===== src/rtl/chipset_pkg.sv =====
// Shared chipset definitions for the wait-state generator.
// Holds the FSM state and device-class encodings, the reset wait-state
// defaults and the WAIT_EXT timeout limit, plus helpers for class priority.
package chipset_pkg;

   typedef enum logic [2:0] {
      ST_IDLE     = 3'd0,
      ST_ARM      = 3'd1,
      ST_COUNT    = 3'd2,
      ST_WAIT_EXT = 3'd3,
      ST_HOLD     = 3'd4
   } ws_state_t;

   typedef enum logic [1:0] {
      CLS_ROM     = 2'd0,
      CLS_VGA_MEM = 2'd1,
      CLS_VGA_IO  = 2'd2,
      CLS_SLOW_IO = 2'd3
   } ws_class_t;

   localparam logic [2:0] ROM_WAITS_DEF  = 3'd2;
   localparam logic [2:0] VGA_WAITS_DEF  = 3'd1;
   localparam logic [2:0] SLOW_WAITS_DEF = 3'd3;

   // Number of consecutive WAIT_EXT clocks before RDY1 is forced high.
   localparam logic [7:0] WAIT_EXT_LIMIT = 8'd255;

   function automatic logic is_vga_class(input ws_class_t cls);
      return (cls == CLS_VGA_MEM) || (cls == CLS_VGA_IO);
   endfunction

   // Lowest select bit wins: ROM > VGA_MEM > VGA_IO > slow I/O.
   // Caller must separately check that at least one select is low.
   function automatic ws_class_t select_class(input logic [3:0] sel_n);
      if (!sel_n[0])      return CLS_ROM;
      else if (!sel_n[1]) return CLS_VGA_MEM;
      else if (!sel_n[2]) return CLS_VGA_IO;
      else                return CLS_SLOW_IO;
   endfunction

endpackage


===== src/rtl/ws_cfg_regs.sv =====
// Wait-state configuration register bank.
// Ports:
//   i_clk, i_reset       clock, asynchronous active-high reset
//   i_cfg_wr             one-clock write strobe
//   i_cfg_addr/i_cfg_data register index and write data
//   i_timeout_set        sets the sticky TIMEOUT flag (wins over a clear)
//   o_cfg_q              combinational read data for i_cfg_addr
//   o_rom_waits/o_vga_waits/o_slow_waits  current wait counts
//   o_timeout            sticky VGA-timeout flag
module ws_cfg_regs
   import chipset_pkg::*;
(
   input  logic       i_clk,
   input  logic       i_reset,
   input  logic       i_cfg_wr,
   input  logic [1:0] i_cfg_addr,
   input  logic [7:0] i_cfg_data,
   input  logic       i_timeout_set,
   output logic [7:0] o_cfg_q,
   output logic [2:0] o_rom_waits,
   output logic [2:0] o_vga_waits,
   output logic [2:0] o_slow_waits,
   output logic       o_timeout
);

   logic [2:0] r_rom_waits;
   logic [2:0] r_vga_waits;
   logic [2:0] r_slow_waits;
   logic       r_timeout;

   // Upper data bits have no storage; they read back as zero.
   logic w_unused_data;
   assign w_unused_data = ^i_cfg_data[7:3];

   always_ff @(posedge i_clk or posedge i_reset) begin
      if (i_reset) begin
         r_rom_waits  <= ROM_WAITS_DEF;
         r_vga_waits  <= VGA_WAITS_DEF;
         r_slow_waits <= SLOW_WAITS_DEF;
         r_timeout    <= 1'b0;
      end else begin
         if (i_cfg_wr) begin
            case (i_cfg_addr)
               2'd0:    r_rom_waits  <= i_cfg_data[2:0];
               2'd1:    r_vga_waits  <= i_cfg_data[2:0];
               2'd2:    r_slow_waits <= i_cfg_data[2:0];
               default: ;
            endcase
         end
         // A timeout set in the same clock as a clear must not be lost.
         if (i_timeout_set)
            r_timeout <= 1'b1;
         else if (i_cfg_wr && (i_cfg_addr == 2'd3) && i_cfg_data[0])
            r_timeout <= 1'b0;
      end
   end

   always_comb begin
      o_cfg_q = 8'h00;
      case (i_cfg_addr)
         2'd0:    o_cfg_q = {5'b0, r_rom_waits};
         2'd1:    o_cfg_q = {5'b0, r_vga_waits};
         2'd2:    o_cfg_q = {5'b0, r_slow_waits};
         default: o_cfg_q = {7'b0, r_timeout};
      endcase
   end

   assign o_rom_waits  = r_rom_waits;
   assign o_vga_waits  = r_vga_waits;
   assign o_slow_waits = r_slow_waits;
   assign o_timeout    = r_timeout;

endmodule


===== src/rtl/wait_state_gen.sv =====
// CPU bus wait-state generator.
// Inserts a per-device-class number of wait clocks by holding RDY1 low,
// optionally extended by VGA_BUSY for the VGA classes with a 255-clock
// timeout guard.
// Ports:
//   i_clk, i_reset                 clock, asynchronous active-high reset
//   i_ale                          address latch enable (starts a bus cycle)
//   i_rd_n, i_wr_n, i_inta_n       active-low command strobes
//   i_sel_n[3:0]                   active-low class selects (ROM, VGA_MEM, VGA_IO, slow I/O)
//   i_vga_busy                     video arbiter owns the VGA bus
//   i_cfg_wr, i_cfg_addr, i_cfg_data  configuration write port
//   o_cfg_q                        configuration read data (combinational)
//   o_rdy1                         registered ready, 1 = ready
//   o_timeout                      sticky VGA-timeout flag
module wait_state_gen
   import chipset_pkg::*;
(
   input  logic       i_clk,
   input  logic       i_reset,
   input  logic       i_ale,
   input  logic       i_rd_n,
   input  logic       i_wr_n,
   input  logic       i_inta_n,
   input  logic [3:0] i_sel_n,
   input  logic       i_vga_busy,
   input  logic       i_cfg_wr,
   input  logic [1:0] i_cfg_addr,
   input  logic [7:0] i_cfg_data,
   output logic [7:0] o_cfg_q,
   output logic       o_rdy1,
   output logic       o_timeout
);

   ws_state_t r_state, w_state_next;
   ws_class_t r_cls, w_cls_next;
   logic [2:0] r_cnt, w_cnt_next;
   logic [7:0] r_wt, w_wt_next;
   logic       r_rdy1, w_rdy_next;
   logic       w_timeout_set;

   logic [2:0] w_rom_waits, w_vga_waits, w_slow_waits;
   logic [2:0] w_sel_waits;
   ws_class_t  w_sel_cls;
   logic       w_sel_valid;
   logic       w_any_strobe;

   ws_cfg_regs u_cfg (
      .i_clk         (i_clk),
      .i_reset       (i_reset),
      .i_cfg_wr      (i_cfg_wr),
      .i_cfg_addr    (i_cfg_addr),
      .i_cfg_data    (i_cfg_data),
      .i_timeout_set (w_timeout_set),
      .o_cfg_q       (o_cfg_q),
      .o_rom_waits   (w_rom_waits),
      .o_vga_waits   (w_vga_waits),
      .o_slow_waits  (w_slow_waits),
      .o_timeout     (o_timeout)
   );

   assign w_any_strobe = ~(i_rd_n & i_wr_n & i_inta_n);
   assign w_sel_valid  = ~(&i_sel_n);
   assign w_sel_cls    = select_class(i_sel_n);

   always_comb begin
      w_sel_waits = w_slow_waits;
      case (w_sel_cls)
         CLS_ROM:                 w_sel_waits = w_rom_waits;
         CLS_VGA_MEM, CLS_VGA_IO: w_sel_waits = w_vga_waits;
         default:                 w_sel_waits = w_slow_waits;
      endcase
   end

   always_ff @(posedge i_clk or posedge i_reset) begin
      if (i_reset) begin
         r_state <= ST_IDLE;
         r_cls   <= CLS_ROM;
         r_cnt   <= 3'd0;
         r_wt    <= 8'd0;
         r_rdy1  <= 1'b1;
      end else begin
         r_state <= w_state_next;
         r_cls   <= w_cls_next;
         r_cnt   <= w_cnt_next;
         r_wt    <= w_wt_next;
         r_rdy1  <= w_rdy_next;
      end
   end

   always_comb begin
      w_state_next  = r_state;
      w_cls_next    = r_cls;
      w_cnt_next    = r_cnt;
      w_wt_next     = r_wt;
      w_rdy_next    = r_rdy1;
      w_timeout_set = 1'b0;

      if (i_ale) begin
         // A new address phase aborts whatever cycle is in progress.
         w_state_next = ST_ARM;
         w_rdy_next   = 1'b1;
         w_cnt_next   = 3'd0;
         w_wt_next    = 8'd0;
      end else begin
         case (r_state)
            ST_IDLE: begin
               w_rdy_next = 1'b1;
            end
            ST_ARM: begin
               w_rdy_next = 1'b1;
               if (w_any_strobe) begin
                  if (!w_sel_valid) begin
                     w_state_next = ST_HOLD;
                  end else begin
                     w_cls_next = w_sel_cls;
                     if (w_sel_waits != 3'd0) begin
                        w_state_next = ST_COUNT;
                        w_cnt_next   = w_sel_waits;
                        w_rdy_next   = 1'b0;
                     end else if (is_vga_class(w_sel_cls)) begin
                        w_state_next = ST_WAIT_EXT;
                        w_wt_next    = 8'd0;
                        w_rdy_next   = 1'b0;
                     end else begin
                        w_state_next = ST_HOLD;
                     end
                  end
               end
            end
            ST_COUNT: begin
               if (!w_any_strobe) begin
                  w_state_next = ST_IDLE;
                  w_rdy_next   = 1'b1;
                  w_cnt_next   = 3'd0;
               end else if (r_cnt == 3'd1) begin
                  w_cnt_next = 3'd0;
                  if (is_vga_class(r_cls)) begin
                     w_state_next = ST_WAIT_EXT;
                     w_wt_next    = 8'd0;
                     w_rdy_next   = 1'b0;
                  end else begin
                     w_state_next = ST_HOLD;
                     w_rdy_next   = 1'b1;
                  end
               end else begin
                  w_cnt_next = r_cnt - 3'd1;
                  w_rdy_next = 1'b0;
               end
            end
            ST_WAIT_EXT: begin
               if (!w_any_strobe) begin
                  w_state_next = ST_IDLE;
                  w_rdy_next   = 1'b1;
                  w_wt_next    = 8'd0;
               end else if (!i_vga_busy) begin
                  w_state_next = ST_HOLD;
                  w_rdy_next   = 1'b1;
                  w_wt_next    = 8'd0;
               end else if (r_wt == WAIT_EXT_LIMIT - 8'd1) begin
                  // r_wt counts completed WAIT_EXT clocks, so this edge is the last allowed.
                  w_state_next  = ST_HOLD;
                  w_rdy_next    = 1'b1;
                  w_wt_next     = 8'd0;
                  w_timeout_set = 1'b1;
               end else begin
                  w_wt_next  = r_wt + 8'd1;
                  w_rdy_next = 1'b0;
               end
            end
            ST_HOLD: begin
               w_rdy_next = 1'b1;
               if (!w_any_strobe) w_state_next = ST_IDLE;
            end
            default: begin
               w_state_next = ST_IDLE;
               w_rdy_next   = 1'b1;
            end
         endcase
      end
   end

   assign o_rdy1 = r_rdy1;

endmodule

===== config.mk =====
export PLATFORM = sky130hd
export DESIGN_NAME = wait_state_gen
export DESIGN_NICKNAME = d
export VERILOG_FILES = /design/src/rtl/chipset_pkg.sv /design/src/rtl/ws_cfg_regs.sv /design/src/rtl/wait_state_gen.sv
export SDC_FILE = /design/constraint.sdc
export NUM_CORES = 1
export LEC_CHECK = 0
export CORE_ASPECT_RATIO = 2
export CORE_UTILIZATION = 52
export DETAILED_ROUTE_END_ITERATION = 8
export PLACE_DENSITY = 0.88
export SLEW_MARGIN = 5
export SYNTH_ARGS = -nofsm -noshare
export SYNTH_HDL_FRONTEND = slang
export SYNTH_SLANG_ARGS = --single-unit

===== constraint.sdc =====
create_clock -name i_clk -period 2.1 [get_ports i_clk]
set_input_delay 0.42 -clock i_clk [delete_from_list [all_inputs] [get_ports i_clk]]
set_output_delay 0.42 -clock i_clk [all_outputs]
set_load 0.05 [all_outputs]

* Word level (Yosys, flattened, before mapping)
Index checks and enable logic that the tools add are counted.
Storage, ports and cells: bits in registers 27, input bits 22, memories kept 0, RAM bits 0, bits in latches 0, bits in read-only memories 0, output and inout port bits 10, word-level logic and storage cells 116
Cells by class: shift-type cells 0, order comparisons 0, bitwise operators 5, equality and inequality tests 25, div/mod/pow operators 0, $add $sub $neg 2, reductions and logical operators 20, multiply operators 0, muxes and demuxes 55
Operators by type and width (number):
- 8-bit two-way mux | 11
- 3-bit two-way mux | 18
- 3-bit != test (second input constant) | 9
- 8-bit one-hot mux with 3 select lines | 1
- 1-bit two-way mux | 18
- 3-bit one-hot mux with 5 select lines | 1
- 3-bit one-hot mux with 2 select lines | 2
- 4-bit AND reduction | 3
- 3-bit one-hot mux with 3 select lines | 1
- 8-bit by 1-bit adder with 8-bit output (second input constant) | 1
- 2-bit equality test (second input constant) | 4
- 8-bit equality test (second input constant) | 1
- 8-bit AND reduction | 1
- 2-bit by 1-bit equality test with 1-bit output (second input constant) | 3
- 3-bit by 1-bit equality test with 1-bit output (second input constant) | 2
- 3-bit by 2-bit equality test with 1-bit output (second input constant) | 2
- 2-bit AND reduction | 3
- 3-bit nonzero test | 2
- 5-bit != test (second input constant) | 1
- 5-bit AND reduction | 1
- 2-bit zero test | 2
- 2-bit two-way mux | 2
- 4-bit != test (second input constant) | 1
- 4-bit nonzero test | 1
- 11 further kinds | 16

* Logic depth before layout (Yosys ltp)
word-level depth 12, gate-level depth with buffers 10, mapped depth without buffers 9

* Modules after synthesis
From an unflattened synthesis, not the netlist that was laid out.
Second synthesis, totals: cell total of the unflattened synthesis 204, area total of the unflattened synthesis 1876.8 µm²
By module, submodules not included:
- wait_state_gen | times used 1, area an instance 1343.8 µm², cells each 164, sequential area each 426.7 µm²
- ws_cfg_regs | times used 1, area an instance 533.0 µm², cells each 40, sequential area each 255.2 µm²

* Least setup slack after synthesis
No wires, ideal clock.
kind in2reg, start point in i_sel_n[1], end point reg r_wt[2], data required time 1.976 ns, cell stages on the path 9, library setup time 0.124 ns, data arrival time 2.449 ns, path slack -0.473 ns, buffers on the path 1, cell sequence inv_1 -> o21ai_0 -> ha_1 -> a221o_1 -> a221oi_2 -> a31oi_1 -> or2_1 -> buf_2 -> a211o_1
On the way: longest elaborated chain between the ends 8, elaborated cells between the ends (all ways) 14, those cells by class eq/ne (5); mux (3); reduce/logical (6)
RTL lines:
- from (decl) | line wait_state_gen.sv:24 | input logic [3:0] i_sel_n,
- 2-bit two-way mux | line chipset_pkg.sv:36 | else if (!sel_n[1]) return CLS_VGA_MEM;
- 2-bit two-way mux | line chipset_pkg.sv:35 | if (!sel_n[0]) return CLS_ROM;
- 2-bit by 1-bit equality test with 1-bit output or 2-bit equality test (tied branches) | line chipset_pkg.sv:29, wait_state_gen.sv:67
- 2-bit OR reduction | line wait_state_gen.sv:67 | case (w_sel_cls)
- 3-bit one-hot mux with 2 select lines | line wait_state_gen.sv:67
- 3-bit nonzero test | line wait_state_gen.sv:116 | if (w_sel_waits != 3'd0) begin
- 3-bit != test (no source line)
- 8-bit AND reduction (no source line) *
- to (signal assigned) | line wait_state_gen.sv:85 | r_wt <= w_wt_next;
- to (decl) | line wait_state_gen.sv:37 | logic [7:0] r_wt, w_wt_next;
Mark *: on every way between the ends. The rest lies on a longest branch, timed or not. A chain may end at the register's enable or synchronous reset.

* Final worst setup path
start point in i_sel_n[2], end point reg r_wt[4]
On the way: longest elaborated chain between the ends 9, elaborated cells between the ends (all ways) 15, those cells by class eq/ne (5); mux (4); reduce/logical (6)
RTL lines:
- 1-bit two-way mux | line chipset_pkg.sv:37 | else if (!sel_n[2]) return CLS_VGA_IO;
- 2-bit two-way mux | line chipset_pkg.sv:36
- 2-bit two-way mux | line chipset_pkg.sv:35
- 2-bit by 1-bit equality test with 1-bit output or 2-bit equality test (tied branches) | line chipset_pkg.sv:29, wait_state_gen.sv:67
- 2-bit OR reduction | line wait_state_gen.sv:67
- 3-bit one-hot mux with 2 select lines | line wait_state_gen.sv:67
- 3-bit nonzero test | line wait_state_gen.sv:116
- 3-bit != test (no source line)
- 8-bit AND reduction (no source line) *
Marked as above.

==> impl_metrics.toml <==
[power]
power.density_nw_per_um2 = 893
p_comb_share_pct = 48.3
irDropWorstVdd_mv = 0.656
power_frac_seq_pct = 36.7
swShare_pct = 41.1
p_int_mw = 1.24
power_mw = 2.10
power_switching_mw = 0.861
clockPowerShare_pct = 14.9
static-leakage-power_nw = 1.05

[sta]
hold_slack_ps = 495
max_clock_freq_mhz = 479
drv_slew = 0
min_period_over_period_pct = 99.4
setup_violations = 0
rsz0062_at_grt = "yes"
skew_ps = 6.36
post-route-min-period_ps = 2090
hold_violations = 0
fin_ws_ps = 12.7

[job]
cap_violations = 0

[global_route]
use_met2_pct = 52.9
top_usage_layer = "met2"
use_met3_pct = 3.19
grt_antenna_before_repair = 0
overflow = 0
grt_use_met1_pct = 27.3
grt.total_usage_pct = 28.8
grt_max_degree = 28
grt_pass1_wl_um = 8020
grt_pass1_vias = 1846

[place]
pre_cts_ws_ps = -831
finalWeightedCongestion = 0.880
hpwl_um = 3670
portBuffers = 21

[cells_and_area]
drive_above_1_share_pct = 27.8
diodes = 0
utilization_pct = 70.3
area_growth_pct = 30.1
nets = 274

[yosys]
synthArstFlopShare_pct = 100
synth_largest_type_area_fraction_pct = 30.5
synthTopCellsByArea = "dfrtp_1, dfstp_2, mux2_2"
synthFlopType = "dfrtp_1"
yosysUniqueCellTypes = 49
syn_inst = 202
seq_area_frac_synth_pct = 37.8
avgSynthCellArea_um2 = 8.94
yosysTopAreaCell = "dfrtp_1"
syn_area_um2 = 1810
synth_common_cells = "nand2_1, dfrtp_1, nor2_1, o21ai_0, inv_1"
synth_most_common_cell = "nand2_1"
synth_edf_count = 0
synth_seq_cells = 27
yosys_warnings = 0

[cts]
root_buffer = "clkbuf_8"
cts_buffers = 3
htreeDepth = 1
clock-sinks = 27
clock_latency_ps = 280
path_clk_slew_ps = 100
cts_tree = "yes"
cts_buffer_depth = 2

[critical_path]
rr_worst_depth = 7
path_cells = "buf_8 -> o21ai_4 -> ha_4 -> a221o_1 -> a221oi_2 -> a31oi_1 -> or2_4 -> a211o_1"
path_delay_family = "compound AO/OA/AOI/OAI gates"
r2r_start = "r_state[1]"
critPathLaunch = "i_sel_n[2]"
critPathSlowestCell = "a221o_1"
crit_fanout = 6
endpoint_kind = "register"
path_class = "primary input to register"
arrival_ps = 2270
cp.depth = 8
required_ps = 2280
slowest_delay_ps = 350
cp-start-kind = "primary input"
worstPathBufferInverterCount = 1

[die]
fp.dieW_um = 43.7
pin_count = 32
initial_utilization_pct = 54.0
die_area_um2 = 3730
placementRows = 30
die-height_um = 85.3
fp.coreArea_um2 = 3340

[detailed_routing]
dr.pass1.iters = 7
drt_iter0_markers = 88
routed_wl_um = 4840
drc = 1
vias_per_cell = 6.46
num_vias = 1789
wl_per_cell_um = 17.5
ant_nets = 0

[min_path]
hp-class = "primary input to async pin"

[outcome]
violations = "DRC"
status = "finished with violations"
metrics by stage:
step	instances	area (um^2)	setup TNS, ps
floorplan	206	1860	-873
global placement	270	2230	-9930
detailed placement	270	2230	-10750
CTS	277	2330	-436
global route	277	2350	-229
finish	277	2350	0
sequential cells by signal (all words and copies together) (netlist names):
name,count
r_wt,8
r_cnt,3
r_state,3
u_cfg.o_rom_waits,3
u_cfg.o_slow_waits,3
u_cfg.o_vga_waits,3
r_cls,2
o_rdy1,1
u_cfg.o_timeout,1
cell usage in the layout, fill, tap and decap left out, types with 2 or more instances in the layout:
cell,n
a31oi_1,5
nand2_1,24
clkdlybuf4s50_1,12
o31ai_1,2
a22o_1,2
o21ai_0,7
and2_1,3
buf_12,2
conb_1,5
and3_1,2
mux2_2,9
nor3b_1,5
buf_4,28
nand2b_1,3
o21ai_1,4
nor2_1,11
a211o_1,5
or3_1,2
clkbuf_8,3
a221o_1,2
nand4_1,6
a21oi_1,9
nor3_1,5
o221a_2,2
buf_8,2
dfstp_2,5
mux2i_1,3
buf_6,2
nor4_1,3
dfrtp_1,22
inv_1,10
ha_1,4
nand3_1,7
logic make-up (layout without fill, tap and decap cells):
family	Yosys count	in the layout	share of synthesized area, %
AND/OR/NAND/NOR	79	79	22.7
AO/OA/AOI/OAI	51	51	20.0
flip-flops	27	27	37.8
buffers and inverters	24	63	6.17
multiplexers	13	13	8.52
adder cells (fa/ha/maj)	6	6	4.16
other	1	5	0.208
XOR/XNOR	1	1	0.485
power groups by stage:
stage               registers [mW]  clock network (mW)  logic [mW]
floorplan                    0.729                   0       0.668
global placement             0.768                   0       0.887
detailed placement           0.776                   0       0.910
CTS                          0.765               0.318       0.979
global route                 0.791               0.342        1.10
finish                       0.770               0.313        1.01
routing by layer:
metal	vias up	share of wire, %
met5	-	0
li1	827	-
met4	0	4.8
met2	69	59
met1	872	32
met3	21	3.3
area by class of cell:
type	instances	area (um^2)
clock buffer	3	41.3
clock inverter	1	7.51
fill	243	992
inverter	11	46.3
multi-input combinational	155	1090
sequential	27	682
tap	32	40.0
timing repair buffer	48	444
worst paths after layout:
path / endpoint / slack (ps)
hold reg to reg: r_cls[0] / 540
setup reg to reg: r_wt[6] / 150
hold / removal: r_cnt[2] / 500
min in group i_clk: r_cls[0] / 540
setup / recovery: r_wt[4] / 10
max in group asynchronous: o_rdy1 / 1300
worst reg2reg max path, stage by stage, from the launching register on:
cell and delay (ps):
dfrtp_1 550, nand2b_1 270, or3_1 340, a31oi_1 210, buf_4 140, buf_4 110, nor2_4 40, a31oi_1 200
what timing repair did:
action | 4_1_cts | 5_1_grt
hold buffers | 0 | 0
gates cloned | 0 | 0
gates resized for setup | 25 | 5
setup buffers | 3 | 0
endpoints found under the setup margin | 17 | 12
pin swaps | 10 | 11
(Power assumes the default switching activity.)
